`src/rtl/fifo_pkg.sv`:
```
// Shared pointer definitions and Gray-code helpers for both sides of the async FIFO.
// Pointers carry one extra wrap bit above the RAM address.
package fifo_pkg;

    localparam int FIFO_ADDR_WIDTH = 4;
    localparam int PTR_WIDTH       = FIFO_ADDR_WIDTH + 1;

    typedef logic [PTR_WIDTH-1:0] ptr_t;

    function automatic ptr_t bin2gray(input ptr_t bin);
        return bin ^ (bin >> 1);
    endfunction

    // Each binary bit is the XOR of all Gray bits at or above it.
    function automatic ptr_t gray2bin(input ptr_t gray);
        ptr_t bin;
        bin[PTR_WIDTH-1] = gray[PTR_WIDTH-1];
        for (int i = PTR_WIDTH - 2; i >= 0; i--) begin
            bin[i] = bin[i+1] ^ gray[i];
        end
        return bin;
    endfunction

endpackage

```
`src/rtl/fifo_gray_ptr.sv`:
```
// Binary and Gray pointer pair with increment enable; the next-state values are
// exported so callers can compute flags for the coming edge without extra latency.
module fifo_gray_ptr
    import fifo_pkg::*;
#(
    parameter int PTR_W = PTR_WIDTH
) (
    input  logic             clk_i,
    input  logic             rst_i,
    input  logic             inc_i,
    output logic [PTR_W-1:0] bin_o,
    output logic [PTR_W-1:0] bin_next_o,
    output logic [PTR_W-1:0] gray_o,
    output logic [PTR_W-1:0] gray_next_o
);

    logic [PTR_W-1:0] bin_q;
    logic [PTR_W-1:0] gray_q;
    logic [PTR_W-1:0] bin_d;
    logic [PTR_W-1:0] gray_d;

    always_comb begin
        bin_d  = bin_q + PTR_W'(inc_i);
        gray_d = bin_d ^ (bin_d >> 1);
    end

    always_ff @(posedge clk_i) begin
        if (rst_i) begin
            bin_q  <= '0;
            gray_q <= '0;
        end else begin
            bin_q  <= bin_d;
            gray_q <= gray_d;
        end
    end

    assign bin_o       = bin_q;
    assign bin_next_o  = bin_d;
    assign gray_o      = gray_q;
    assign gray_next_o = gray_d;

endmodule

```
`src/rtl/fifo_rd_ctrl.sv`:
```
// Read-side controller of the async FIFO: read pointer, empty/level flags and a
// registered first-word-fall-through output stage with valid/ready handshake.
module fifo_rd_ctrl
    import fifo_pkg::*;
#(
    parameter int DATA_WIDTH = 8,
    parameter int ADDR_WIDTH = FIFO_ADDR_WIDTH,
    parameter int RAM_DEPTH  = 16
) (
    input  logic                  RCLK,
    input  logic                  RRST,
    input  logic [ADDR_WIDTH:0]   wptr_gray_sync,
    output logic [ADDR_WIDTH-1:0] raddr,
    input  logic [DATA_WIDTH-1:0] rdata_ram,
    output logic [ADDR_WIDTH:0]   rptr_gray,
    output logic                  rempty,
    output logic [ADDR_WIDTH:0]   rlevel,
    output logic [DATA_WIDTH-1:0] dout,
    output logic                  dout_valid,
    input  logic                  dout_ready
);

    localparam int PTR_W = ADDR_WIDTH + 1;

    logic                  pop;
    logic [PTR_W-1:0]      rbin;
    logic [PTR_W-1:0]      rbinNext;
    logic [PTR_W-1:0]      rgray;
    logic [PTR_W-1:0]      rgrayNext;
    logic [PTR_W-1:0]      wbinSync;
    logic                  unusedRbinMsb;

    logic                  rempty_q, rempty_d;
    logic [PTR_W-1:0]      rlevel_q, rlevel_d;
    logic [DATA_WIDTH-1:0] dout_q, dout_d;
    logic                  doutValid_q, doutValid_d;

    // A word leaves the RAM whenever one is available and the output slot is free or being emptied.
    assign pop = !rempty_q && (!doutValid_q || dout_ready);

    fifo_gray_ptr #(
        .PTR_W(PTR_W)
    ) u_rptr (
        .clk_i      (RCLK),
        .rst_i      (RRST),
        .inc_i      (pop),
        .bin_o      (rbin),
        .bin_next_o (rbinNext),
        .gray_o     (rgray),
        .gray_next_o(rgrayNext)
    );

    assign wbinSync = gray2bin(wptr_gray_sync);

    // Flags look at the post-edge pointer so the last pop raises empty in the same edge.
    always_comb begin
        rempty_d    = (rgrayNext == wptr_gray_sync);
        rlevel_d    = wbinSync - rbinNext;
        dout_d      = dout_q;
        doutValid_d = doutValid_q;
        if (pop) begin
            dout_d      = rdata_ram;
            doutValid_d = 1'b1;
        end else if (dout_ready) begin
            doutValid_d = 1'b0;
        end
    end

    always_ff @(posedge RCLK) begin
        if (RRST) begin
            rempty_q    <= 1'b1;
            rlevel_q    <= '0;
            dout_q      <= '0;
            doutValid_q <= 1'b0;
        end else begin
            rempty_q    <= rempty_d;
            rlevel_q    <= rlevel_d;
            dout_q      <= dout_d;
            doutValid_q <= doutValid_d;
        end
    end

    // The wrap bit only matters for full/empty distinction, never for addressing.
    assign unusedRbinMsb = rbin[ADDR_WIDTH];

    assign raddr      = rbin[ADDR_WIDTH-1:0];
    assign rptr_gray  = rgray;
    assign rempty     = rempty_q;
    assign rlevel     = rlevel_q;
    assign dout       = dout_q;
    assign dout_valid = doutValid_q;

endmodule

```
`config.mk`:
```
export PLATFORM = sky130hd
export DESIGN_NAME = fifo_rd_ctrl
export DESIGN_NICKNAME = d
export VERILOG_FILES = /design/src/rtl/fifo_pkg.sv /design/src/rtl/fifo_gray_ptr.sv /design/src/rtl/fifo_rd_ctrl.sv
export SDC_FILE = /design/constraint.sdc
export NUM_CORES = 1
export LEC_CHECK = 0
export ABC_AREA = 1
export ABC_CLOCK_PERIOD_IN_PS = 3200
export CORE_ASPECT_RATIO = 0.75
export CORE_UTILIZATION = 55
export CTS_CLUSTER_DIAMETER = 200
export DETAILED_ROUTE_END_ITERATION = 16
export DONT_BUFFER_PORTS = 1
export PLACE_DENSITY = 0.78
export SKIP_LAST_GASP = 1
export SLEW_MARGIN = 25
export SYNTH_ARGS = -nofsm -noshare
export SYNTH_HDL_FRONTEND = slang
export SYNTH_SLANG_ARGS = --single-unit
export TNS_END_PERCENT = 30
```
`constraint.sdc`:
```
create_clock -name RCLK -period 3.2 [get_ports RCLK]
set_input_delay 0.64 -clock RCLK [delete_from_list [all_inputs] [get_ports RCLK]]
set_output_delay 0.64 -clock RCLK [all_outputs]
set_load 0.01 [all_outputs]
```
# Word level (Yosys, flattened, before mapping)

Cells that the tools add are included.

Add/sub/neg operators: 2
Eq/ne operators: 1
Muxes and demuxes: 2
Bitwise logic cells: 5
Reductions and logical operators: 5

Operators by type and width:

| kind              | count |
|---|---|
| $add 5x1->5       | 1 |
| $eq 5x5->1        | 1 |
| $sub 5x5->5       | 1 |
| $xor 5x4->5       | 1 |
| $xor 1x1->1       | 4 |
| $logic_not 1->1   | 2 |
| $mux 1            | 2 |
| $reduce_bool 2->1 | 1 |
| $logic_and 1x1->1 | 1 |
| $logic_or 1x1->1  | 1 |

Bits in registers: 25
Output and inout port bits: 24

# Longest topological paths before layout

Depth in word-level cells: 6
Depth in mapped cells: 19

# By module

Synthesis repeated with hierarchy kept, for this count alone.

Cells, all modules: 161
Area total of the unflattened synthesis: 1,194.9 um2

Modules (own cells, without submodules):

| module        | times used | cells each | area an instance (um2) | sequential area each (um2) |
|---|---|---|---|---|
| fifo_rd_ctrl  | 1          | 107        | 794.5                  | 300.3 |
| fifo_gray_ptr | 1          | 54         | 400.4                  | 180.2 |

# Worst setup path before layout

No wires, ideal clock.

Path type: input-to-reg
Start point: input dout_ready
End point: register rlevel_q[4], in the netlist rlevel[4]
Library setup time: 0.114 ns
Data arrival time: 2.422 ns
Required time: 3.086 ns
Path slack: 0.664 ns
Stages: 14
Buffers on the path: 0
Path through: inv_1 -> a21oi_2 -> ha_1 -> ha_1 -> inv_1 -> nand2_2 -> nand2_4 -> ha_1 -> nand2_1 -> inv_1 -> o21ai_0 -> nand2_1 -> nor2_1 -> nor2_2

Cells in the longest elaborated chain, start to end: 4

RTL lines:

| element                | RTL line            | RTL |
|---|---|---|
| start: declaration     | fifo_rd_ctrl.sv:20  | `input logic dout_ready` |
| $logic_or 1x1->1       | fifo_rd_ctrl.sv:39  | `assign pop = !rempty_q && (!doutValid_q \|\| dout_ready);` |
| $logic_and 1x1->1      | fifo_rd_ctrl.sv:39  |  |
| $add 5x1->5            | fifo_gray_ptr.sv:23 | `bin_d = bin_q + PTR_W'(inc_i);` |
| $sub 5x5->5            | fifo_rd_ctrl.sv:58  | `rlevel_d = wbinSync - rbinNext;` |
| end signal: assignment | fifo_rd_ctrl.sv:77  | `rlevel_q <= rlevel_d;` |
| end: declaration       | fifo_rd_ctrl.sv:34  | `logic [PTR_W-1:0] rlevel_q, rlevel_d;` |

Every way passes these cells.
A chain may end at the register's enable or synchronous reset.

# Final worst setup path

Start point: register doutValid_q, in the netlist dout_valid
End point: register rlevel_q[4], in the netlist rlevel[4]

Cells in the longest elaborated chain, start to end: 5

RTL lines:

| element                  | RTL line            | RTL |
|---|---|---|
| start: declaration       | fifo_rd_ctrl.sv:36  | `logic doutValid_q, doutValid_d;` |
| start signal: assignment | fifo_rd_ctrl.sv:79  | `doutValid_q <= doutValid_d;` |
| $logic_not 1->1          | fifo_rd_ctrl.sv:39  |  |
| $logic_or 1x1->1         | fifo_rd_ctrl.sv:39  |  |
| $logic_and 1x1->1        | fifo_rd_ctrl.sv:39  |  |
| $add 5x1->5              | fifo_gray_ptr.sv:23 |  |
| $sub 5x5->5              | fifo_rd_ctrl.sv:58  |  |

Every way passes these cells.

==> key figures <==
Detailed routing
  • Post-route ant nets: 0
  • Starting DRT DRC Count: 30
  • Vias/cell: 5.23
  • Routed WL: about 2.4 mm
  • DR pass1 iterations: 4
  • WL/cell: 12.5 µm
  • DRC errors left: 0
  • Via count: ~1,000

Setup path
  • Worst EP arrival: between 2 and 3 ns
  • CP max stage delay: roughly 0.38 ns
  • CP Launch Type: register
  • Cells along the critical path: a21oi_2, ha_1, ha_1, inv_1, nand2_2, nand2_4, ha_1, nand2_1, inv_1, o21ai_0, nand2_1, nor2_1, nor2_2
  • Critical Path End Type: register
  • CP Max Fanout: 5
  • Worst setup path class: reg2reg
  • WP buf/inv: 2
  • CP dominant cell by count: ha_1
  • Critical path's top delay family: adder cells
  • Critical path required time: approximately 3.4 ns
  • Crit-path slowest cell: dfxtp_1

Logic synthesis
  • Primary FF master, synth: dfxtp_1
  • Top cells by area, synth: dfxtp_1 (40%), nand2_1 (13%), nor2_1 (8.1%)
  • YS warnings: 0
  • Syn Area/Cell: approximately 7.2 µm²
  • Post-synthesis sequential area ratio: 0.400
  • Share of flip-flops with an asynchronous set or reset: 0
  • Post-Syn Instances: about 170
  • Most frequent cells after synthesis: nand2_1 (40), nor2_1 (26), dfxtp_1 (24)
  • Post-Syn Nets: 189
  • Yosys reg bits: 24
  • Count of cell types in the netlist: 24
  • Most frequent cell after synthesis: nand2_1
  • Post-synth EDFFs: 0
  • Top cell type's share of synthesized area: 0.400
  • Synth area leader: dfxtp_1
  • Post-Syn Area: ~1200 µm²

Power and ir drop
  • Comb power frac: 0.203
  • Net Switching: slightly below 200 µW
  • Max rail drop VDD: ~0.00045 V
  • Seq pwr share: 0.585
  • Pint: about 420 µW
  • Sw frac: 0.315
  • PD cells: about 490 nW/µm²
  • Clk network pwr share: 0.212
  • Leak: 0.626 nW

CTS
  • Buffer count from post-CTS setup fixing: 0
  • CTS root buf: clkbuf_4
  • CTS tree: built
  • CTS Buf Count: 3
  • Clock sink count: 24
  • Count of hold-fix buffers inserted at cts: 0
  • # H-tree levels: 1
  • CTS Buffer Depth: 2
  • Worst-path clk slew: ~0.12 ns
  • Resized cells post-CTS: 0
  • Clk Latency, worst-skew pair: about 0.31 ns

Timing
  • Worst slew pin tran: ~0.36 ns
  • Period utilisation layout: 0.752
  • Sum Neg Setup Slack: 0 ns
  • Max-slew violations: 0
  • Final worst path period need: between 2 and 2.5 ns
  • Max-slew headroom: 0.756
  • Final Skew: between 0.004 and 0.005 ns
  • Final Hold Viols: 0
  • Final setup vio count: 0
  • FMAX: ~0.42 GHz
  • RSZ-0062 raised after global routing: no

GRT
  • Initial antenna violation count: 0
  • Largest net degree at the start of global routing: 15
  • Total track usage: 0.213
  • Residual overflow from global routing: 0
  • Number of global-route vias before repair: 906
  • First-pass GRT wire length: roughly 4 mm

Floorplanning
  • Die Width: approximately 56 µm
  • Area of the die: between 2000 and 2500 µm²
  • DIE HEIGHT: ~42 µm
  • Row count: 14
  • I/O pins: 40
  • Core footprint: about 2000 µm²
  • Initial Utilization: 0.591

Hold path
  • Hold WC Path Type: in2reg

Final layout
  • Fill cells: between 150 and 200
  • Reg area: 480 µm²
  • Multi-input logic area: between 600 and 700 µm²
  • Final instance count without filler cells: ~190
  • Final #Nets: roughly 190
  • Area Growth Syn to Fin: 3.34%
  • ANT cells: 0
  • Final Cell Area: around 1200 µm²
  • Share of cells above drive strength 1: 0.125

Placement
  • DP Area: 1220 µm²
  • DP HPWL: roughly 1.9 mm
  • Port bufs: 0
  • Routability cong.: roughly 0.94
  • Dpl cells: around 190

Run status
  • Status: complete, no violations

Flow run
  • Max cap viols: 0
[cell type report]
cell class | instances | share of cell area
multi-input cells | 120 | 0.504
flip-flops and latches | 24 | 0.387
inverters | 20 | 0.0605
well taps | 24 | 0.0242
clock buffers | 3 | 0.0182
repair buffers | 1 | 0.00605
[state kept, by name (all words and copies together) (netlist names)]
name           count
rempty             1
u_rptr.bin_o       4
u_rptr.gray_o      5
rlevel             5
dout_valid         1
dout               8
[worst reg2reg max path, cell delays in order (launching register included)]
cell     delay, ns
dfxtp_1       0.38
a21oi_2       0.27
ha_1          0.28
ha_1          0.27
inv_1         0.09
nand2_2       0.10
nand2_4       0.07
ha_1          0.33
nand2_1       0.07
inv_1         0.04
o21ai_0       0.15
nand2_1       0.10
nor2_1        0.12
nor2_2        0.05
[power groups by stage]
stage	sequential [mW]	combinational (mW)	clock, mW
after floorplan	0.360	0.0992	0
after CTS	0.358	0.124	0.131
final	0.358	0.124	0.130
after detailed placement	0.365	0.122	0
after global routing	0.360	0.141	0.146
after global placement	0.365	0.118	0
[stage by stage]
stage | hold WS [ns] | util | worst slack [ns] | power [mW]
CTS | 0.373 | 0.610 | 0.809 | 0.614
finish | 0.376 | 0.610 | 0.793 | 0.612
global route | 0.349 | 0.610 | 0.643 | 0.647
global placement | 0.514 | 0.599 | 0.629 | 0.482
floorplan | 0.501 | - | 0.664 | 0.459
detailed placement | 0.519 | 0.599 | 0.515 | 0.486
[cells by family after synthesis]
group / count (synthesis) / synth area share
AND/OR/NAND/NOR: 94 / 0.353
AO/OA/AOI/OAI: 19 / 0.0845
buffers and inverters: 23 / 0.0792
adder cells (fa/ha/maj): 6 / 0.0688
flip-flops: 24 / 0.400
XOR/XNOR: 1 / 0.0136
[routing by layer]
| metal | up-vias | GRT usage | share of wire |
|---|---|---|---|
| li1 | 530 | - | - |
| met1 | 449 | 0.295 | 0.52 |
| met2 | 23 | 0.323 | 0.42 |
| met3 | 2 | 0.0741 | 0.052 |
| met4 | 0 | 0.0439 | 0.0054 |
| met5 | - | 0 | 0 |
[cell usage in the layout (no fill, tap or decap), types with 3 or more instances in the layout]
cell      count
inv_1        18
o21ai_0      10
nor2_1       26
nand2_1      40
nand2_2       8
a21oi_1       7
clkbuf_4      3
ha_1          5
dfxtp_1      24
nand3_1      12
[final timing paths]
path / endpoint / slack (ns) / start / depth (start not counted)
worst min-delay path: rlevel[0] / 0.38 / RRST / 1
worst min register to register: dout_valid / 0.54 / dout_valid / 2
worst max register to register: rlevel[4] / 0.79 / dout_valid / 13
worst max-delay path: rlevel[4] / 0.79 / dout_valid / 13
(Power assumes the default switching activity.)
